<file path="src/rtl/uart_sys_pkg.sv">
// -----------------------------------------------------------------------------
// uart_sys_pkg
//   Shared definitions for the UART command path.
//   This package provides:
//     - the command opcodes that the first byte of a frame may carry,
//     - the RF addresses that hold ALU operands A and B,
//     - the command-controller state encoding,
//     - a helper function that maps an opcode byte to the controller's first
//       capture state. Any byte that is not a command maps to IDLE.
// -----------------------------------------------------------------------------
package uart_sys_pkg;

   // Frame opcodes (first byte received while idle)
   localparam logic [7:0] CMD_RF_WR   = 8'hAA;  // RF write : ADDR, DATA
   localparam logic [7:0] CMD_RF_RD   = 8'hBB;  // RF read  : ADDR
   localparam logic [7:0] CMD_ALU_OP  = 8'hCC;  // ALU      : A, B, FUN
   localparam logic [7:0] CMD_ALU_NOP = 8'hDD;  // ALU      : FUN

   // RF locations the ALU reads its operands from
   localparam int OPA_ADDR = 0;
   localparam int OPB_ADDR = 1;

   // Command controller state encoding
   typedef enum logic [3:0] {
      IDLE     = 4'd0,
      WR_ADDR  = 4'd1,
      WR_DATA  = 4'd2,
      RD_ADDR  = 4'd3,
      RD_WAIT  = 4'd4,
      OP_A     = 4'd5,
      OP_B     = 4'd6,
      ALU_FN   = 4'd7,
      ALU_WAIT = 4'd8,
      TX_B0    = 4'd9,
      TX_B1    = 4'd10
   } state_t;

   // First state of a frame for a given opcode byte.
   // Unknown opcodes return IDLE, so stray bytes are dropped.
   function automatic state_t cmd_decode(input logic [7:0] b);
      case (b)
         CMD_RF_WR:   return WR_ADDR;
         CMD_RF_RD:   return RD_ADDR;
         CMD_ALU_OP:  return OP_A;
         CMD_ALU_NOP: return ALU_FN;
         default:     return IDLE;
      endcase
   endfunction

endpackage

</file>
<file path="src/rtl/uart_cmd_ctrl.sv">
// -----------------------------------------------------------------------------
// uart_cmd_ctrl
//   This is the command controller that sits behind the UART receiver.
//   It parses byte frames and sequences register-file writes and reads and
//   ALU operations. It pushes each response into the TX FIFO one byte at a time.
//   Every output is registered, and every output clears on RST.
//
// Ports
//   CLK, RST                 clock, asynchronous active-high reset
//   RX_P_DATA / RX_D_VLD     received byte and its 1-cycle strobe
//   RF_Address               RF address for the write or read strobe
//   RF_WrEn / RF_WrData      RF write strobe (1 cycle) and write data
//   RF_RdEn                  RF read strobe (1 cycle)
//   RF_RdData / _VLD         RF read data and its valid strobe
//   ALU_EN / ALU_FUN         ALU start strobe and function code
//   CLK_GATE_EN              ALU clock enable, high in ALU_FN and ALU_WAIT
//   ALU_OUT / ALU_OUT_VLD    ALU result and its valid strobe
//   TX_P_DATA / TX_D_VLD     byte pushed into the TX FIFO and its push strobe
//   FIFO_FULL                TX FIFO full; a push waits while this is high
//
// ALU_OUT_WIDTH must be 2*DATA_WIDTH, because the result is sent as two bytes.
// -----------------------------------------------------------------------------
module uart_cmd_ctrl
   import uart_sys_pkg::*;
#(
   parameter int DATA_WIDTH    = 8,
   parameter int ADDR_WIDTH    = 4,
   parameter int ALU_OUT_WIDTH = 16,
   parameter int FUN_WIDTH     = 4,
   parameter int WAIT_TIMEOUT  = 16
) (
   input  logic                     CLK,
   input  logic                     RST,
   input  logic [DATA_WIDTH-1:0]    RX_P_DATA,
   input  logic                     RX_D_VLD,
   output logic [ADDR_WIDTH-1:0]    RF_Address,
   output logic                     RF_WrEn,
   output logic [DATA_WIDTH-1:0]    RF_WrData,
   output logic                     RF_RdEn,
   input  logic [DATA_WIDTH-1:0]    RF_RdData,
   input  logic                     RF_RdData_VLD,
   output logic                     ALU_EN,
   output logic [FUN_WIDTH-1:0]     ALU_FUN,
   output logic                     CLK_GATE_EN,
   input  logic [ALU_OUT_WIDTH-1:0] ALU_OUT,
   input  logic                     ALU_OUT_VLD,
   output logic [DATA_WIDTH-1:0]    TX_P_DATA,
   output logic                     TX_D_VLD,
   input  logic                     FIFO_FULL
);

   localparam int                CNT_W    = $clog2(WAIT_TIMEOUT + 1);
   localparam logic [CNT_W-1:0]  CNT_LAST = CNT_W'(WAIT_TIMEOUT - 1);

   state_t                    state;
   state_t                    cmd_state;
   logic [CNT_W-1:0]          wait_cnt;
   logic                      alu_started;
   logic                      rd_done;
   logic                      alu_done;
   logic                      wait_expired;

   // Data holding registers. These carry no reset, because control qualifies
   // every use of them.
   logic [ADDR_WIDTH-1:0]     addr_q;
   logic [ALU_OUT_WIDTH-1:0]  res_q;

   assign cmd_state    = cmd_decode(RX_P_DATA[7:0]);
   assign rd_done      = (state == RD_WAIT) && RF_RdData_VLD;
   // A valid seen before ALU_EN has been issued belongs to an older operation.
   assign alu_done     = (state == ALU_WAIT) && alu_started && ALU_OUT_VLD;
   assign wait_expired = (wait_cnt == CNT_LAST);

   // ---------------------------------------------------------------------------
   // Control FSM with registered outputs
   // ---------------------------------------------------------------------------
   always_ff @(posedge CLK or posedge RST) begin
      if (RST) begin
         state       <= IDLE;
         wait_cnt    <= '0;
         alu_started <= 1'b0;
         RF_Address  <= '0;
         RF_WrEn     <= 1'b0;
         RF_WrData   <= '0;
         RF_RdEn     <= 1'b0;
         ALU_EN      <= 1'b0;
         ALU_FUN     <= '0;
         CLK_GATE_EN <= 1'b0;
         TX_P_DATA   <= '0;
         TX_D_VLD    <= 1'b0;
      end else begin
         // Each strobe lasts one cycle unless a state asserts it again.
         RF_WrEn  <= 1'b0;
         RF_RdEn  <= 1'b0;
         ALU_EN   <= 1'b0;
         TX_D_VLD <= 1'b0;

         case (state)
            IDLE: begin
               if (RX_D_VLD) begin
                  state <= cmd_state;
                  if (cmd_state == ALU_FN)
                     CLK_GATE_EN <= 1'b1;
               end
            end

            WR_ADDR: begin
               if (RX_D_VLD)
                  state <= WR_DATA;
            end

            WR_DATA: begin
               if (RX_D_VLD) begin
                  RF_WrEn    <= 1'b1;
                  RF_Address <= addr_q;
                  RF_WrData  <= RX_P_DATA;
                  state      <= IDLE;
               end
            end

            RD_ADDR: begin
               if (RX_D_VLD) begin
                  RF_RdEn    <= 1'b1;
                  RF_Address <= RX_P_DATA[ADDR_WIDTH-1:0];
                  wait_cnt   <= '0;
                  state      <= RD_WAIT;
               end
            end

            RD_WAIT: begin
               // The response is one byte, so it goes straight to the
               // upper-byte push state.
               if (rd_done)
                  state <= TX_B1;
               else if (wait_expired)
                  state <= IDLE;
               else
                  wait_cnt <= wait_cnt + CNT_W'(1);
            end

            OP_A: begin
               if (RX_D_VLD) begin
                  RF_WrEn    <= 1'b1;
                  RF_Address <= ADDR_WIDTH'(OPA_ADDR);
                  RF_WrData  <= RX_P_DATA;
                  state      <= OP_B;
               end
            end

            OP_B: begin
               if (RX_D_VLD) begin
                  RF_WrEn     <= 1'b1;
                  RF_Address  <= ADDR_WIDTH'(OPB_ADDR);
                  RF_WrData   <= RX_P_DATA;
                  CLK_GATE_EN <= 1'b1;
                  state       <= ALU_FN;
               end
            end

            ALU_FN: begin
               if (RX_D_VLD) begin
                  ALU_FUN     <= RX_P_DATA[FUN_WIDTH-1:0];
                  alu_started <= 1'b0;
                  wait_cnt    <= '0;
                  state       <= ALU_WAIT;
               end
            end

            ALU_WAIT: begin
               // ALU_EN goes out one cycle after ALU_FUN updates, so the
               // function code is stable when the ALU starts.
               if (!alu_started) begin
                  ALU_EN      <= 1'b1;
                  alu_started <= 1'b1;
               end
               if (alu_done) begin
                  CLK_GATE_EN <= 1'b0;
                  state       <= TX_B0;
               end else if (wait_expired) begin
                  CLK_GATE_EN <= 1'b0;
                  state       <= IDLE;
               end else begin
                  wait_cnt <= wait_cnt + CNT_W'(1);
               end
            end

            TX_B0: begin
               if (!FIFO_FULL) begin
                  TX_D_VLD  <= 1'b1;
                  TX_P_DATA <= res_q[DATA_WIDTH-1:0];
                  state     <= TX_B1;
               end
            end

            TX_B1: begin
               if (!FIFO_FULL) begin
                  TX_D_VLD  <= 1'b1;
                  TX_P_DATA <= res_q[ALU_OUT_WIDTH-1 -: DATA_WIDTH];
                  state     <= IDLE;
               end
            end

            default: state <= IDLE;
         endcase
      end
   end

   // ---------------------------------------------------------------------------
   // Frame data capture
   // ---------------------------------------------------------------------------
   always_ff @(posedge CLK) begin
      if ((state == WR_ADDR) && RX_D_VLD)
         addr_q <= RX_P_DATA[ADDR_WIDTH-1:0];
      // RF read data shares the upper-byte slot with the ALU result, so both
      // responses leave through TX_B1.
      if (rd_done)
         res_q[ALU_OUT_WIDTH-1 -: DATA_WIDTH] <= RF_RdData;
      if (alu_done)
         res_q <= ALU_OUT;
   end

endmodule

</file>
<file path="config.mk">
export PLATFORM = sky130hd
export DESIGN_NAME = uart_cmd_ctrl
export DESIGN_NICKNAME = d
export VERILOG_FILES = /design/src/rtl/uart_sys_pkg.sv /design/src/rtl/uart_cmd_ctrl.sv
export SDC_FILE = /design/constraint.sdc
export NUM_CORES = 1
export LEC_CHECK = 0
export ABC_AREA = 0
export CORE_UTILIZATION = 49
export CTS_CLUSTER_SIZE = 14
export DETAILED_ROUTE_END_ITERATION = 8
export PLACE_DENSITY = 0.82
export SYNTH_ARGS = -nofsm -noshare
export SYNTH_HDL_FRONTEND = slang
export SYNTH_SLANG_ARGS = --single-unit
</file>
<file path="constraint.sdc">
create_clock -name CLK -period 2.75 [get_ports CLK]
set_input_delay 0.55 -clock CLK [delete_from_list [all_inputs] [get_ports CLK]]
set_output_delay 0.55 -clock CLK [all_outputs]
set_load 0.05 [all_outputs]
</file>
==> flow_summary.toml <==
[status]
status = "complete, no violations"

[setup_path]
cp_max_fo = 4
cp_slowest_cell = "or4b_2"
slowest_delay_ns = 0.61
crit_family = "simple AND/OR/NAND/NOR gates"
critPathRequiredTime_ns = 2.97
critical_path.startpoint_type = "flip-flop"
cp_num_buf_inv = 0
crit_type = "reg -> reg"
endpoint_kind = "flip-flop"
reg2reg_setup_slack_ns = 0.22
crit_path_frequent_cell = "ha_1"
cp.arrival_ns = 2.74
path_cells = "ha_1, and3_1, ha_1, or4b_2, a21o_1, a21o_4, mux2_4"

[clocking]
insertion_delay_ns = 0.34
clockRootBuffer = "clkbuf_8"
cts_hold_buf = 0
path_clk_slew_ns = 0.06
clk_path_buf_depth = 2
numCtsBuffers = 9
clkSinkCount = 59
h-tree-depth = 3
cts_tree = "yes"
cts_setup_buffers = 0
cts_resized = 0

[global_routing]
grt_usage_pct = 22.3
grt_overflow = 0
grt_pass1_vias = 2094
antenna_found_initial = 0
grt_max_degree = 40
grt_pass1_wl_mm = 10.1

[timing]
finalHoldViolCount = 0
worstMarginPinSlew_ns = 0.604
drv_slew = 0
post-route-period-util_pct = 91.9
max_freq_ghz = 0.396
setup_viol = 0
skew_ns = 0.0113
maxSlewHeadroom_pct = 59.7
tns_ns = 0
fin_hold_ws_ns = 0.502
rsz0062_at_grt = "false"
min_period_ns = 2.53

[route]
wirelength_mm = 6.18
vias = 2129
viasPerCell = 5.43
avgRoutedWirePerCell_um = 15.8
drtPass1Iterations = 4
drt_iter0_drc = 93
drc = 0
ant_nets = 0

[layout]
layout.nets = 356
antenna_cells = 0
design_area_sq_um = 3790
layout_common_cells = "clkdlybuf4s50_1, dfrtp_1, nor2_1, mux2_2, edfxtp_1"
synthToLayoutAreaGrowth_pct = 36.1
layout-drive-gt1-share_pct = 18.1
final_common_cell = "clkdlybuf4s50_1"
utilization_pct = 68.9
fillers = 411

[place]
port_buffers = 66
gp_congestion = 0.922
hpwl_mm = 4.21
placed_area_sq_um = 3580

[yosys]
ys_async_sr_fraction_pct = 66.1
muxShareOfSynthArea_pct = 13.3
syn_inst = 238
synthSimpleGateAreaFrac_pct = 14.3
yosysTopAreaCellShare_pct = 35.0
synth_compound_area_share_pct = 11.2
synthesis.nets = 279
synth_top_area_cell = "dfrtp_1"
syn_area_sq_um = 2790
syn_area_per_cell_sq_um = 11.7
synth.distinct_cells = 48
synth-xor-area-share_pct = 0.942
synth_top_family_by_area = "simple AND/OR/NAND/NOR gates"
ys.flop_type = "dfrtp_1"
synth-seq-cells = 59
yosys_warnings = 0
synth_edf_count = 20
synth-adder-area-share_pct = 1.35
seq_area_frac_synth_pct = 56.5
synth_area_leaders = "dfrtp_1, edfxtp_1, mux2_2"

[floorplanning]
placeableCoreArea_sq_um = 5510
die-area_sq_um = 6000
die_w_um = 77.4
rows = 27
io_pins = 67
die_h_um = 77.4
start_util_pct = 50.6

[power]
p_leak_nw = 1.49
power.total_mw = 3.01
peakVddDrop_mv = 0.840
powerDensity_nw_per_um2 = 793

[job]
drv_cap = 0

[worst_hold_path]
min_path_type = "reg -> reg"
-- layout make-up --
type | count | area (sq um) | share of cell area [%]
multi-input cells | 162 | 1140 | 30.2
repair buffers | 77 | 743 | 19.6
flip-flops and latches | 59 | 1580 | 41.5
well taps | 72 | 90.1 | 2.37
clock buffers | 11 | 141 | 3.73
inverters | 6 | 22.5 | 0.593
clock inverters | 5 | 76.3 | 2.01
-- report_power, final --
part           leakage, nW  switching, mW  total (mW)  internal [mW]
logic                0.717          0.619        1.01          0.386
clock network        0.107          0.328       0.858          0.530
registers            0.663         0.0890        1.15           1.06
-- sequential cells by signal, indices dropped and copies added (netlist names), 4 cells and up --
register	count
res_q	16
RF_WrData	8
TX_P_DATA	8
wait_cnt	5
ALU_FUN	4
RF_Address	4
addr_q	4
state	4
-- per-stage QoR --
stage	setup slack (ns)	std cells
global route	0.104	392
floorplan	0.341	238
finish	0.224	392
detailed placement	0.253	376
global placement	0.294	376
CTS	0.227	392
-- final timing paths --
path,from,endpoint,cells after the start
setup / recovery,wait_cnt[0]$_DFFE_PP0P_,wait_cnt[4]$_DFFE_PP0P_,7
hold / removal,alu_started$_DFFE_PP0P_,ALU_EN$_DFF_PP0_,1
setup reg to reg,wait_cnt[0]$_DFFE_PP0P_,wait_cnt[4]$_DFFE_PP0P_,7
hold reg to reg,alu_started$_DFFE_PP0P_,ALU_EN$_DFF_PP0_,1
max in group asynchronous,RST,wait_cnt[4]$_DFFE_PP0P_,3
min in group asynchronous,RST,RF_Address[3]$_DFFE_PP0P_,3
-- synthesized netlist by cell type, drive strengths merged, types with 2 or more instances --
master and number:
a211oi 2, a21o 3, a21oi 14, a31oi 4, a32oi 2, buf 3
clkbuf 8, dfrtp 39, edfxtp 20, ha 3, inv 6, mux2 23
mux2i 10, nand2 14, nand2b 10, nand3 2, nor2 26, nor2b 2
nor3 5, nor4bb 2, o21ai 13, o22ai 4, or4b 3, xnor2 2
-- per-layer routing --
metal	vias up	track usage (%)	share of wire, %
li1	1020	-	-
met5	-	0	0
met3	7	6.94	6.1
met2	69	34.6	48
met4	0	9.25	1.2
met1	1033	29.0	45
-- cell families (layout without fill, tap and decap cells) --
| kind of cell | count (synthesis) | after routing |
|---|---|---|
| adder cells (fa/ha/maj) | 3 | 3 |
| XOR/XNOR | 3 | 3 |
| AO/OA/AOI/OAI | 49 | 49 |
| multiplexers | 33 | 33 |
| flip-flops | 59 | 59 |
| AND/OR/NAND/NOR | 74 | 74 |
| buffers and inverters | 17 | 99 |
(Power assumes the default switching activity.)
